==> src/rtl/keypad_pkg.sv <==
// Shared types and helpers for the matrix-keypad scan controller.
package keypad_pkg;

  typedef enum logic [2:0] {
    StScan     = 3'd0,
    StDebounce = 3'd1,
    StPress    = 3'd2,
    StHold     = 3'd3,
    StRelease  = 3'd4
  } state_t;

  // Widest column bus the priority encoder accepts.
  localparam int unsigned MaxCols = 32;

  function automatic int unsigned calc_kcw(input int unsigned rows, input int unsigned cols);
    return $clog2(rows * cols);
  endfunction

  // Highest set bit wins; returns 0 for an all-zero vector.
  function automatic int unsigned prio_enc_msb(input logic [MaxCols-1:0] v);
    int unsigned idx;
    idx = 0;
    for (int unsigned i = 0; i < MaxCols; i++) begin
      if (v[i]) idx = i;
    end
    return idx;
  endfunction

endpackage

==> src/rtl/keypad_sync.sv <==
// Parametrised-width two-flop synchroniser with asynchronous active-low reset.
module keypad_sync #(
  parameter int unsigned Width = 4
) (
  input  logic             clk,
  input  logic             rstn,
  input  logic [Width-1:0] d,
  output logic [Width-1:0] q
);

  logic [Width-1:0] meta_q;

  always_ff @(posedge clk or negedge rstn) begin
    if (!rstn) begin
      meta_q <= '0;
      q      <= '0;
    end else begin
      meta_q <= d;
      q      <= meta_q;
    end
  end

endmodule

==> src/rtl/keypad_scan_ctrl.sv <==
// Matrix-keypad scanner with press/release debounce and single-key rollover.
// Define KEYPAD_AUTOREPEAT_EN to add typematic repeat while a key is held.
module keypad_scan_ctrl
  import keypad_pkg::*;
#(
  parameter int unsigned NUM_ROWS        = 4,
  parameter int unsigned NUM_COLS        = 4,
  parameter int unsigned SCAN_CYCLES     = 16,
  parameter int unsigned DEBOUNCE_CYCLES = 20000,
  parameter int unsigned REPEAT_DELAY    = 500000,
  parameter int unsigned REPEAT_PERIOD   = 100000,
  localparam int unsigned KCW            = calc_kcw(NUM_ROWS, NUM_COLS)
) (
  input  logic                clk,
  input  logic                rstn,
  input  logic [NUM_COLS-1:0] col_in,
  output logic [NUM_ROWS-1:0] row_drive,
  output logic                key_valid,
  output logic [KCW-1:0]      key_code,
  output logic                key_held,
  output logic [2:0]          state_dbg
);

  localparam int unsigned RW = $clog2(NUM_ROWS);
  localparam int unsigned CW = $clog2(NUM_COLS);
  localparam int unsigned SW = $clog2(SCAN_CYCLES);
  localparam int unsigned DW = $clog2(DEBOUNCE_CYCLES);

  localparam logic [RW-1:0] RowLast  = RW'(NUM_ROWS - 1);
  localparam logic [SW-1:0] ScanLast = SW'(SCAN_CYCLES - 1);
  localparam logic [DW-1:0] DebLast  = DW'(DEBOUNCE_CYCLES - 1);

`ifdef KEYPAD_AUTOREPEAT_EN
  localparam int unsigned RepMax = (REPEAT_DELAY > REPEAT_PERIOD) ? REPEAT_DELAY : REPEAT_PERIOD;
  localparam int unsigned PW     = $clog2(RepMax);
  localparam logic [PW-1:0] DelayLast  = PW'(REPEAT_DELAY - 1);
  localparam logic [PW-1:0] PeriodLast = PW'(REPEAT_PERIOD - 1);

  logic [PW-1:0] rep_q;
  logic          rep_first_q;
`endif

  logic [NUM_COLS-1:0] col;
  logic [CW-1:0]       col_top;
  logic                col_bit;

  state_t          state_q;
  logic [RW-1:0]   row_q;
  logic [SW-1:0]   dwell_q;
  logic [DW-1:0]   deb_q;
  logic [CW-1:0]   col_idx_q;
  logic            key_valid_q;
  logic [KCW-1:0]  key_code_q;
  logic            key_held_q;

  keypad_sync #(
    .Width(NUM_COLS)
  ) u_sync (
    .clk (clk),
    .rstn(rstn),
    .d   (col_in),
    .q   (col)
  );

  assign col_top = CW'(prio_enc_msb(MaxCols'(col)));
  assign col_bit = col[col_idx_q];

  function automatic logic [RW-1:0] next_row(input logic [RW-1:0] r);
    return (r == RowLast) ? '0 : r + 1'b1;
  endfunction

  always_ff @(posedge clk or negedge rstn) begin
    if (!rstn) begin
      state_q     <= StScan;
      row_q       <= '0;
      dwell_q     <= '0;
      deb_q       <= '0;
      col_idx_q   <= '0;
      key_valid_q <= 1'b0;
      key_code_q  <= '0;
      key_held_q  <= 1'b0;
`ifdef KEYPAD_AUTOREPEAT_EN
      rep_q       <= '0;
      rep_first_q <= 1'b1;
`endif
    end else begin
      key_valid_q <= 1'b0;
      case (state_q)
        StScan: begin
          if (dwell_q == ScanLast) begin
            dwell_q <= '0;
            if (col != '0) begin
              col_idx_q <= col_top;
              deb_q     <= '0;
              state_q   <= StDebounce;
            end else begin
              row_q <= next_row(row_q);
            end
          end else begin
            dwell_q <= dwell_q + 1'b1;
          end
        end
        StDebounce: begin
          if (!col_bit) begin
            state_q <= StScan;
            row_q   <= next_row(row_q);
          end else if (deb_q == DebLast) begin
            state_q     <= StPress;
            key_valid_q <= 1'b1;
            key_code_q  <= KCW'(row_q) * KCW'(NUM_COLS) + KCW'(col_idx_q);
          end else begin
            deb_q <= deb_q + 1'b1;
          end
        end
        StPress: begin
          state_q    <= StHold;
          key_held_q <= 1'b1;
`ifdef KEYPAD_AUTOREPEAT_EN
          rep_q       <= PW'(1);
          rep_first_q <= 1'b1;
`endif
        end
        StHold: begin
          if (!col_bit) begin
            deb_q   <= '0;
            state_q <= StRelease;
`ifdef KEYPAD_AUTOREPEAT_EN
            rep_q   <= '0;
`endif
          end
`ifdef KEYPAD_AUTOREPEAT_EN
          else if (rep_q == (rep_first_q ? DelayLast : PeriodLast)) begin
            // Same key_code is re-emitted on each repeat.
            key_valid_q <= 1'b1;
            rep_q       <= '0;
            rep_first_q <= 1'b0;
          end else begin
            rep_q <= rep_q + 1'b1;
          end
`endif
        end
        StRelease: begin
          if (col_bit) begin
            state_q <= StHold;
`ifdef KEYPAD_AUTOREPEAT_EN
            rep_q       <= PW'(1);
            rep_first_q <= 1'b1;
`endif
          end else if (deb_q == DebLast) begin
            key_held_q <= 1'b0;
            state_q    <= StScan;
            row_q      <= next_row(row_q);
          end else begin
            deb_q <= deb_q + 1'b1;
          end
        end
        default: begin
          state_q    <= StScan;
          row_q      <= '0;
          dwell_q    <= '0;
          deb_q      <= '0;
          key_held_q <= 1'b0;
`ifdef KEYPAD_AUTOREPEAT_EN
          rep_q       <= '0;
          rep_first_q <= 1'b1;
`endif
        end
      endcase
    end
  end

  always_comb begin
    row_drive        = '0;
    row_drive[row_q] = 1'b1;
  end

  assign key_valid = key_valid_q;
  assign key_code  = key_code_q;
  assign key_held  = key_held_q;
  assign state_dbg = state_q;

endmodule

==> config.mk <==
export PLATFORM = sky130hd
export DESIGN_NAME = keypad_scan_ctrl
export DESIGN_NICKNAME = d
export VERILOG_FILES = /design/src/rtl/keypad_pkg.sv /design/src/rtl/keypad_sync.sv /design/src/rtl/keypad_scan_ctrl.sv
export SDC_FILE = /design/constraint.sdc
export NUM_CORES = 1
export LEC_CHECK = 0
export CAP_MARGIN = 20
export CORE_ASPECT_RATIO = 1.4
export CORE_MARGIN = 3
export CORE_UTILIZATION = 35
export DETAILED_ROUTE_END_ITERATION = 6
export HOLD_SLACK_MARGIN = 0.1
export REMOVE_ABC_BUFFERS = 1
export SLEW_MARGIN = 5
export SYNTH_ARGS = -nofsm -noshare
export SYNTH_HDL_FRONTEND = slang
export SYNTH_HIERARCHICAL = 1
export SYNTH_SLANG_ARGS = --single-unit
==> constraint.sdc <==
create_clock -name clk -period 2.6 [get_ports clk]
set_input_delay 0.52 -clock clk [delete_from_list [all_inputs] [get_ports clk]]
set_output_delay 0.52 -clock clk [all_outputs]
set_load 0.005 [all_outputs]
Word-level counts from Yosys, hierarchy flattened. Cells that the tools add are included.

Output and inout bits: 13. Register bits after elaboration: 40. Word-level logic and storage cells: 86.

Magnitude comparators: 3. Equality and inequality tests: 17. Add/sub/neg operators: 4. Bitwise logic cells: 3. Mux-type cells: 37. Reduce and logical (&&, ||, !) cells: 12.

Operators with widths (count): 15-bit 2-to-1 mux (6); 15-bit case mux with 5 select lines (1); 3-bit 2-to-1 mux (7); 2-bit 2-to-1 mux (8); 2-bit != test (second input constant) (8); 15-bit by 1-bit adder with 15-bit output (second input constant) (1); 15-bit equality test (second input constant) (1); 3-bit case mux with 5 select lines (1); 6-bit AND reduction (2); 3-bit AND reduction (3); 1-bit 2-to-1 mux (8); 2-bit case mux with 4 select lines (1); 4-bit case mux with 2 select lines (1); 3-bit by 2-bit equality test with 1-bit output (second input constant) (2); 2-bit by 3-bit less-than comparator with 1-bit output (second input constant) (2); 3-bit != test (second input constant) (2); 5-bit AND reduction (1); 4-bit by 1-bit adder with 4-bit output (second input constant) (1); 4-bit by 2-bit adder with 4-bit output (1); 4-bit equality test (second input constant) (1); 4-bit 2-to-1 mux (1); 4-bit nonzero test (1); 4-bit OR reduction (1); 3-bit by 1-bit equality test with 1-bit output (second input constant) (1); other kinds (12) (14).

Depth between registers and ports, before layout. Gate-level depths: netlist of run 1.

Word-level depth: 5. Gate-level depth with buffers: 9.

By module. The synthesis of run 1 kept the hierarchy.

By module, submodules not included: keypad_scan_ctrl (seq. area each 800.8 um^2, times used 1, cells each 207, area an instance 2029.4 um^2); keypad_sync (seq. area each 200.2 um^2, times used 1, cells each 8, area an instance 200.2 um^2).

Worst setup path before layout of run 1. Ideal clock, no wire load.

Path kind: flip-flop to flip-flop. Start: register deb_q[0]. End: register deb_q[11]. Period minus slack after synthesis: 1.969 ns. Path buffers: 3. Slack: 0.631 ns. Cell stages (with the launch flop): 10. Arrival time: 1.839 ns. Library setup time: 0.131 ns. Cells stage by stage: dfrtp_1 -> ha_1 -> and3_1 -> and4_1 -> buf_6 -> o211ai_1 -> and4b_1 -> buf_6 -> buf_6 -> a31oi_2.

Cells in the longest elaborated chain, start to end: 4.

Ends and longest elaborated chain: start, declared (RTL line keypad_scan_ctrl.sv:50) `logic [DW-1:0] deb_q;`; start signal, assigned (RTL line keypad_scan_ctrl.sv:112) `deb_q <= deb_q + 1'b1;`; start signal, assigned (RTL line keypad_scan_ctrl.sv:154) `deb_q <= deb_q + 1'b1;`; 15-bit by 1-bit adder with 15-bit output or 15-bit equality test (tied branches); 15-bit 2-to-1 mux * (RTL line keypad_scan_ctrl.sv:107, keypad_scan_ctrl.sv:149); 15-bit 2-to-1 mux (on tied branches) (RTL line keypad_scan_ctrl.sv:143, keypad_scan_ctrl.sv:104); 15-bit case mux with 5 select lines * (RTL line keypad_scan_ctrl.sv:88) `case (state_q)`.

Every way passes the cells marked *; elsewhere a longest branch is shown, timed or not. The select of a mux whose other input is x is not followed. A chain may end at the register's enable or synchronous reset.

Final worst setup path of run 1.
Start: register deb_q[12]. End: register key_code_q[1], in the netlist key_code[1].

Cells in the longest elaborated chain, start to end: 2.

Ends and longest elaborated chain: 15-bit equality test (RTL line keypad_scan_ctrl.sv:107) `end else if (deb_q == DebLast) begin`; 3-bit AND reduction (no line); end signal, assigned (RTL line keypad_scan_ctrl.sv:110) `key_code_q <= KCW'(row_q) * KCW'(NUM_COLS) + KCW'(col_idx_q);`; end, declared (RTL line keypad_scan_ctrl.sv:53) `logic [KCW-1:0] key_code_q;`.

Every way passes these cells.

==> results.md, run 1 <==
* Status: completed
* Worst slew pin tran at 0.928 ns
* Worst path slowest cell: dfrtp_1
* Switching portion of total power at 0.375
* Sequential area share after synthesis at 0.449
* Initial antenna violation count at 0
* Worst-case clock skew at 0.00920 ns
* Area of the core at 6030 sq um
* Ant. Diodes at 0
* Root buf cell: clkbuf_8
* XOR/XNOR Fraction of Synth Area at 0
* Synth area leader: dfrtp_1
* Post-Synth Simple-Gate Area at 0.212
* Leakage power at 1.08 nW
* Number of max-cap violations at 0
* Final Max Slew Viols at 0
* CP cell instances: nor4b_1 -> and4_1 -> buf_4 -> nand2_1 -> nor3_2 -> mux2_2
* Setup violations, final at 0
* # rows at 33
* Slew margin rel. at 0.382
* Largest family of logic cells by synthesized area: simple AND/OR/NAND/NOR gates
* Yosys cell types at 49
* Share of cells above drive strength 1 at 0.179
* Seq pwr share at 0.401
* Compound-cell area share of the yosys netlist at 0.190
* Unrepaired setup endpoints after global routing: no
* Adder-cell share of the synthesized area at 0.0337
* Die span in x at 73.5 um
* Final ANT Viol Nets at 0
* Grt ovf at 0
* Cell Pwr Density at 855 nW/um^2
* Post-CTS Setup Bufs at 0
* Crit-path max FO at 6
* Die Ht at 100 um
* Clk Latency, worst-skew pair at 0.30 ns
* #FFs+latches synth at 40
* Crit path kind: reg -> reg
* DR pass1 iterations at 4
* Layout area overhead at 15.3%
* Via Count at 1650
* Final period util at 0.873
* Clock sink count at 40
* Clock Power Share at 0.239
* Critical path endpoint category: flip-flop
* Synthesized instance count at 215
* Hold Vio Cnt, Final at 0
* Netlist Area Pre-Place at 2230 sq um
* Pre-CTS WS at 0.215 ns
* CP required at 2.78 ns
* DR vias/cell at 5.43
* Final std cells w/o fill at 304
* All-Layer GR Usage at 0.136
* Hold-fix buffers, CTS at 0
* Fin nets at 245
* Fmax at 441 MHz
* Hpwl dp at 3130 um
* Most frequent cells in the layout: dfrtp_1, a21oi_1, clkdlybuf4s50_1
* Post-cts resize count at 0
* Placed cell count at 296
* Total number of H-tree levels at 2
* CTS max path bufs at 2
* First-pass GRT wire length at 7950 um
* Worst-path clk slew at 0.08 ns
* Crit path DAT at 2.45 ns
* Final setup TNS at 0 ns
* Yosys top cell area share at 0.449
* Fin crit period at 2.27 ns
* Vias in the first global route at 1639
* Detailed Route WL at 4460 um
* Worst min-delay path class: reg -> reg
* Avg Synthesized Cell Area at 10.4 sq um
* Synth area leaders: dfrtp_1, a21oi_1, a2bb2oi_2
* Combinational power share at 0.360
* Critical path startpoint category: flip-flop
* PortBufs at 18
* Starting density of the core at 0.370
* Most common cell after layout, fill and taps aside: dfrtp_1
* Peak VDD IR at 0.000377 V
* Switching power at 0.825 mW
* Largest net degree at the start of global routing at 41
* Mux share of post-synthesis cell area at 0.0718
* Yosys warning count at 6
* Die area at 7380 sq um
* Internal at 1.37 mW
* Drt wl/cell at 14.7 um
* Initial DRC Count at 85
* Worst setup margin at 0.331 ns
* CTS Buf Count at 5
* CTS tree: done
* GP Congestion at 0.771
* Drc violations at 0
* I/O pins at 19
* Max incr delay on CP at 0.45 ns
worst paths after layout:
path	from	endpoint	slack (ns)	cells past startpoint
max reg2reg	deb_q[12]	key_code[1]	0.33	6
min	u_sync/meta_q[1]	u_sync/q[1]	0.35	0
max in group asynchronous	rstn	key_code[0]	1.66	1
min reg2reg	u_sync/meta_q[1]	u_sync/q[1]	0.35	0
min in group asynchronous	rstn	dwell_q[0]	0.36	1
max	deb_q[12]	key_code[1]	0.33	6
layer usage:
layer  GRT usage  up-vias  part of all wire
li1            -      824                 -
met1       0.178      805              0.46
met2       0.226       16              0.51
met3      0.0271        5             0.019
met4      0.0377        0             0.013
met5           0        -                 0
worst max-delay path, delay by kind of cell, from the launching register on:
kind,cells,cell delay [ns]
and+or+nand+nor,4,1.12
DFF,1,0.45
muxes,1,0.40
buffers and inverters,1,0.18
power by group through the flow:
stage | sequential (mW) | clock [mW] | combinational [mW]
floorplan | 0.850 | 0 | 0.547
global placement | 0.889 | 0 | 0.795
detailed placement | 0.894 | 0 | 0.800
CTS | 0.881 | 0.549 | 0.803
global route | 0.904 | 0.571 | 0.899
finish | 0.880 | 0.526 | 0.791
per-stage QoR:
stage | utilization | hold WS, ns | instance area, sq um | total power, mW
finish | 0.426 | 0.353 | 2570 | 2.20
global route | 0.426 | 0.368 | 2570 | 2.37
CTS | 0.426 | 0.357 | 2570 | 2.23
detailed placement | 0.407 | 0.336 | 2450 | 1.69
global placement | 0.407 | 0.332 | 2450 | 1.68
floorplan | - | 0.224 | 2150 | 1.40
sequential cells by signal (all words and copies together), names as in the netlist:
signal and cells:
deb_q 15, dwell_q 4, key_code 4, u_sync/meta_q 4, u_sync/q 4, state_dbg 3
col_idx_q 2, row_q 2, key_held 1, key_valid 1
cell usage after synthesis (all sizes together):
cell type	n
nor3b	2
o211ai	4
and4	2
and2	3
buf	6
o22ai	1
nor2	13
clkbuf	6
mux2	6
dfrtp	40
inv	5
mux4	1
o21a	1
a21o	1
or2	1
nor4b	2
nand3	7
ha	6
a21boi	5
a31oi	7
nor2b	5
and4b	1
nand2b	8
nand2	13
mux2i	7
nand3b	1
o32ai	2
nor3	4
and3	6
or3	1
o22a	2
or4	1
a41oi	1
and4bb	1
a2bb2oi	5
a21oi	17
nor4	2
o21ai	14
and2b	2
nand4	3
final cells by class:
| class | instances | area (sq um) |
|---|---|---|
| timing repair buffer | 23 | 213 |
| inverter | 5 | 18.8 |
| fill | 605 | 3460 |
| clock inverter | 3 | 47.5 |
| multi-input combinational | 158 | 1130 |
| tap | 70 | 87.6 |
| clock buffer | 5 | 68.8 |
| sequential | 40 | 1000 |
logic make-up (layout without fill, tap and decap cells):
family / Yosys count / in the layout
buffers and inverters: 17 / 36
adders and majority gates: 6 / 6
muxes: 14 / 14
DFF: 40 / 40
AOI/OAI and AO/OA: 60 / 60
and+or+nand+nor: 78 / 78
(Power assumes the default switching activity.)
==> run 2, diff against run 1 <==
--- a/config.mk
+++ b/config.mk
@@ -12,8 +12,8 @@
 export DETAILED_ROUTE_END_ITERATION = 6
 export HOLD_SLACK_MARGIN = 0.1
 export REMOVE_ABC_BUFFERS = 1
+export SKIP_LAST_GASP = 1
 export SLEW_MARGIN = 5
 export SYNTH_ARGS = -nofsm -noshare
 export SYNTH_HDL_FRONTEND = slang
-export SYNTH_HIERARCHICAL = 1
 export SYNTH_SLANG_ARGS = --single-unit
==> run 2 against run 1 <==
Core utilization increased by 1.2 points. Register-to-register slack worse by 0.03 ns. Critical path depth increased by 1. First-iteration DRC count grew 87%. Final cell count up 0.66%. Clock skew shrank 0.0012 ns. Flip-flop and latch count is the same. Count of clock-buffer cells in the layout unchanged. Largest cell class unchanged. Maximum frequency decreased by 1.5%. Sequential power decreased by 1%. Non-clock buffer count increased by 1.
==> results.md, run 2 <==
* Post-CTS Setup Bufs at 0
* Drc violations at 0
* Worst-case clock skew at 0.00803 ns
* Largest net degree at the start of global routing at 41
* Final setup TNS at 0 ns
* Die area at 7050 sq um
* Critical path endpoint category: flip-flop
* Most common cell after layout, fill and taps aside: dfrtp_1
* Crit-path max FO at 15
* Yosys warning count at 0
* Async SR Flop Fraction at 1.00
* R2R depth at 7
* Crit path kind: reg -> reg
* Top FF cell, synth: dfrtp_1
* Synth area leaders: dfrtp_1, o22a_1, nand3_1
* Die Ht at 98.2 um
* DR pass1 iterations at 4
* Fin crit period at 2.30 ns
* Crit path DAT at 2.52 ns
* Post-cts resize count at 0
* Peak VDD IR at 0.000438 V
* Worst min-delay path class: in -> async
* Final ANT Viol Nets at 0
* Detailed Route WL at 4240 um
* Most common cell on crit path: buf_4
* Synthesized instance count at 214
* Root buf cell: clkbuf_8
* Max incr delay on CP at 0.58 ns
* Area of the core at 5690 sq um
* DR vias/cell at 5.32
* Layout area overhead at 17.3%
* GP Congestion at 0.786
* CTS max path bufs at 2
* Number of max-cap violations at 0
* Most instantiated library cell after synthesis: dfrtp_1
* Slew margin rel. at 0.394
* Worst slew pin tran at 0.909 ns
* Via Count at 1629
* I/O pins at 19
* Fmax at 434 MHz
* Final Max Slew Viols at 0
* Netlist Area Pre-Place at 2120 sq um
* Initial DRC Count at 159
* Post-synth top cells: dfrtp_1, nand3_1, nand2_1, nor2_1
* Total number of H-tree levels at 2
* Sequential area share after synthesis at 0.471
* CTS Buf Count at 5
* Hold-fix buffers, CTS at 0
* Number of flip-flops in the largest register at 15
* Critical path startpoint category: flip-flop
* Hold Vio Cnt, Final at 0
* Ant. Diodes at 0
* Clock sink count at 40
* Setup violations, final at 0
* Die span in x at 71.8 um
* Fin nets at 249
* CP cell instances: or4b_1 -> nor4_4 -> buf_4 -> o211ai_1 -> nand4_1 -> buf_4 -> mux2i_1
* Unrepaired setup endpoints after global routing: no
* Status: completed
* CTS tree: done
* Cell Pwr Density at 858 nW/um^2
* Final period util at 0.886
* Drt wl/cell at 13.9 um
* Largest reg by FF count: deb_q
* Hold Slack at 0.341 ns
* Leakage power at 1.07 nW
* Share of cells above drive strength 1 at 0.118
* Yosys cell types at 45
* Starting density of the core at 0.374
* Hpwl dp at 2900 um
* PortBufs at 18
* Most frequent cells in the layout: dfrtp_1, clkdlybuf4s50_1, nand3_1
* Grt ovf at 0
* First-pass GRT wire length at 7480 um
* # rows at 32
* EDFF count, synth at 0
* Overall power at 2.14 mW
* Worst path slowest cell: or4b_1
* #FFs+latches synth at 40
* Initial antenna violation count at 0
* Avg Synthesized Cell Area at 9.93 sq um
* Vias in the first global route at 1615
* Synth area leader: dfrtp_1
* Yosys top cell area share at 0.471
* Clk Latency, worst-skew pair at 0.30 ns
* Filler cells at 574
* All-Layer GR Usage at 0.130
* Worst-path clk slew at 0.08 ns
* CP required at 2.82 ns
-- run 2: cell types whose count changed after synthesis, moves of 6 or more --
| cell | before | now |
|---|---|---|
| nand3_1 | 7 | 16 |
| o22a_1 | 2 | 10 |
| inv_1 | 5 | 12 |
| nor2_1 | 8 | 15 |
| nor3_1 | 2 | 8 |
-- run 2: kinds of logic after synthesis --
family                   Yosys count  synth area share
multiplexers                      13            0.0724
adder cells (fa/ha/maj)            6            0.0353
AO/OA/AOI/OAI                     52             0.164
AND/OR/NAND/NOR                   83             0.213
buffers and inverters             20            0.0448
flip-flops                        40             0.471
-- run 2: power by group --
part	switching [mW]	internal [mW]	leakage [nW]
Clock	0.226	0.284	0.0541
Sequential	0.143	0.728	0.514
Combinational	0.398	0.358	0.506
Total	0.767	1.37	1.07
-- run 2: metal layers --
| metal | global-route usage | up-vias | wire (um) |
|---|---|---|---|
| li1 | - | 822 | - |
| met1 | 0.172 | 773 | 2020 |
| met2 | 0.208 | 26 | 2020 |
| met3 | 0.0257 | 8 | 128 |
| met4 | 0.0492 | 0 | 72 |
| met5 | 0 | - | 0 |
-- run 2: final timing paths --
kind	startpoint	slack (ns)	endpoint
setup / recovery	deb_q[12]	0.30	deb_q[1]
hold / removal	rstn	0.34	deb_q[10]
setup reg to reg	deb_q[12]	0.30	deb_q[1]
hold reg to reg	u_sync.meta_q[2]	0.35	u_sync.q[2]
max in group asynchronous	rstn	1.67	deb_q[8]
min in group clk	u_sync.meta_q[2]	0.35	u_sync.q[2]
-- run 2: worst max-delay path, delay by kind of cell, from the launching register on --
kind / cells / cell delay, ns
DFF: 1 / 0.42
muxes: 1 / 0.20
AOI/OAI and AO/OA: 1 / 0.08
buffers and inverters: 2 / 0.42
and+or+nand+nor: 3 / 1.10
-- run 2: final cells by class --
class	instances	area, sq um	area share
Timing Repair Buffer	24	220	0.0884
Clock inverter	3	42.5	0.0171
Sequential cell	40	1000	0.402
Tap cell	68	85.1	0.0342
Inverter	12	45.0	0.0181
Multi-Input combinational cell	154	1030	0.413
Clock buffer	5	68.8	0.0276
-- run 2: metrics by stage --
stage | utilization | setup WS, ns | area (sq um) | instances
after floorplan | - | 0.395 | 2070 | 206
after global placement | 0.419 | 0.300 | 2380 | 298
after detailed placement | 0.419 | 0.294 | 2380 | 298
after CTS | 0.438 | 0.282 | 2490 | 306
after global routing | 0.438 | 0.152 | 2490 | 306
final | 0.438 | 0.298 | 2490 | 306
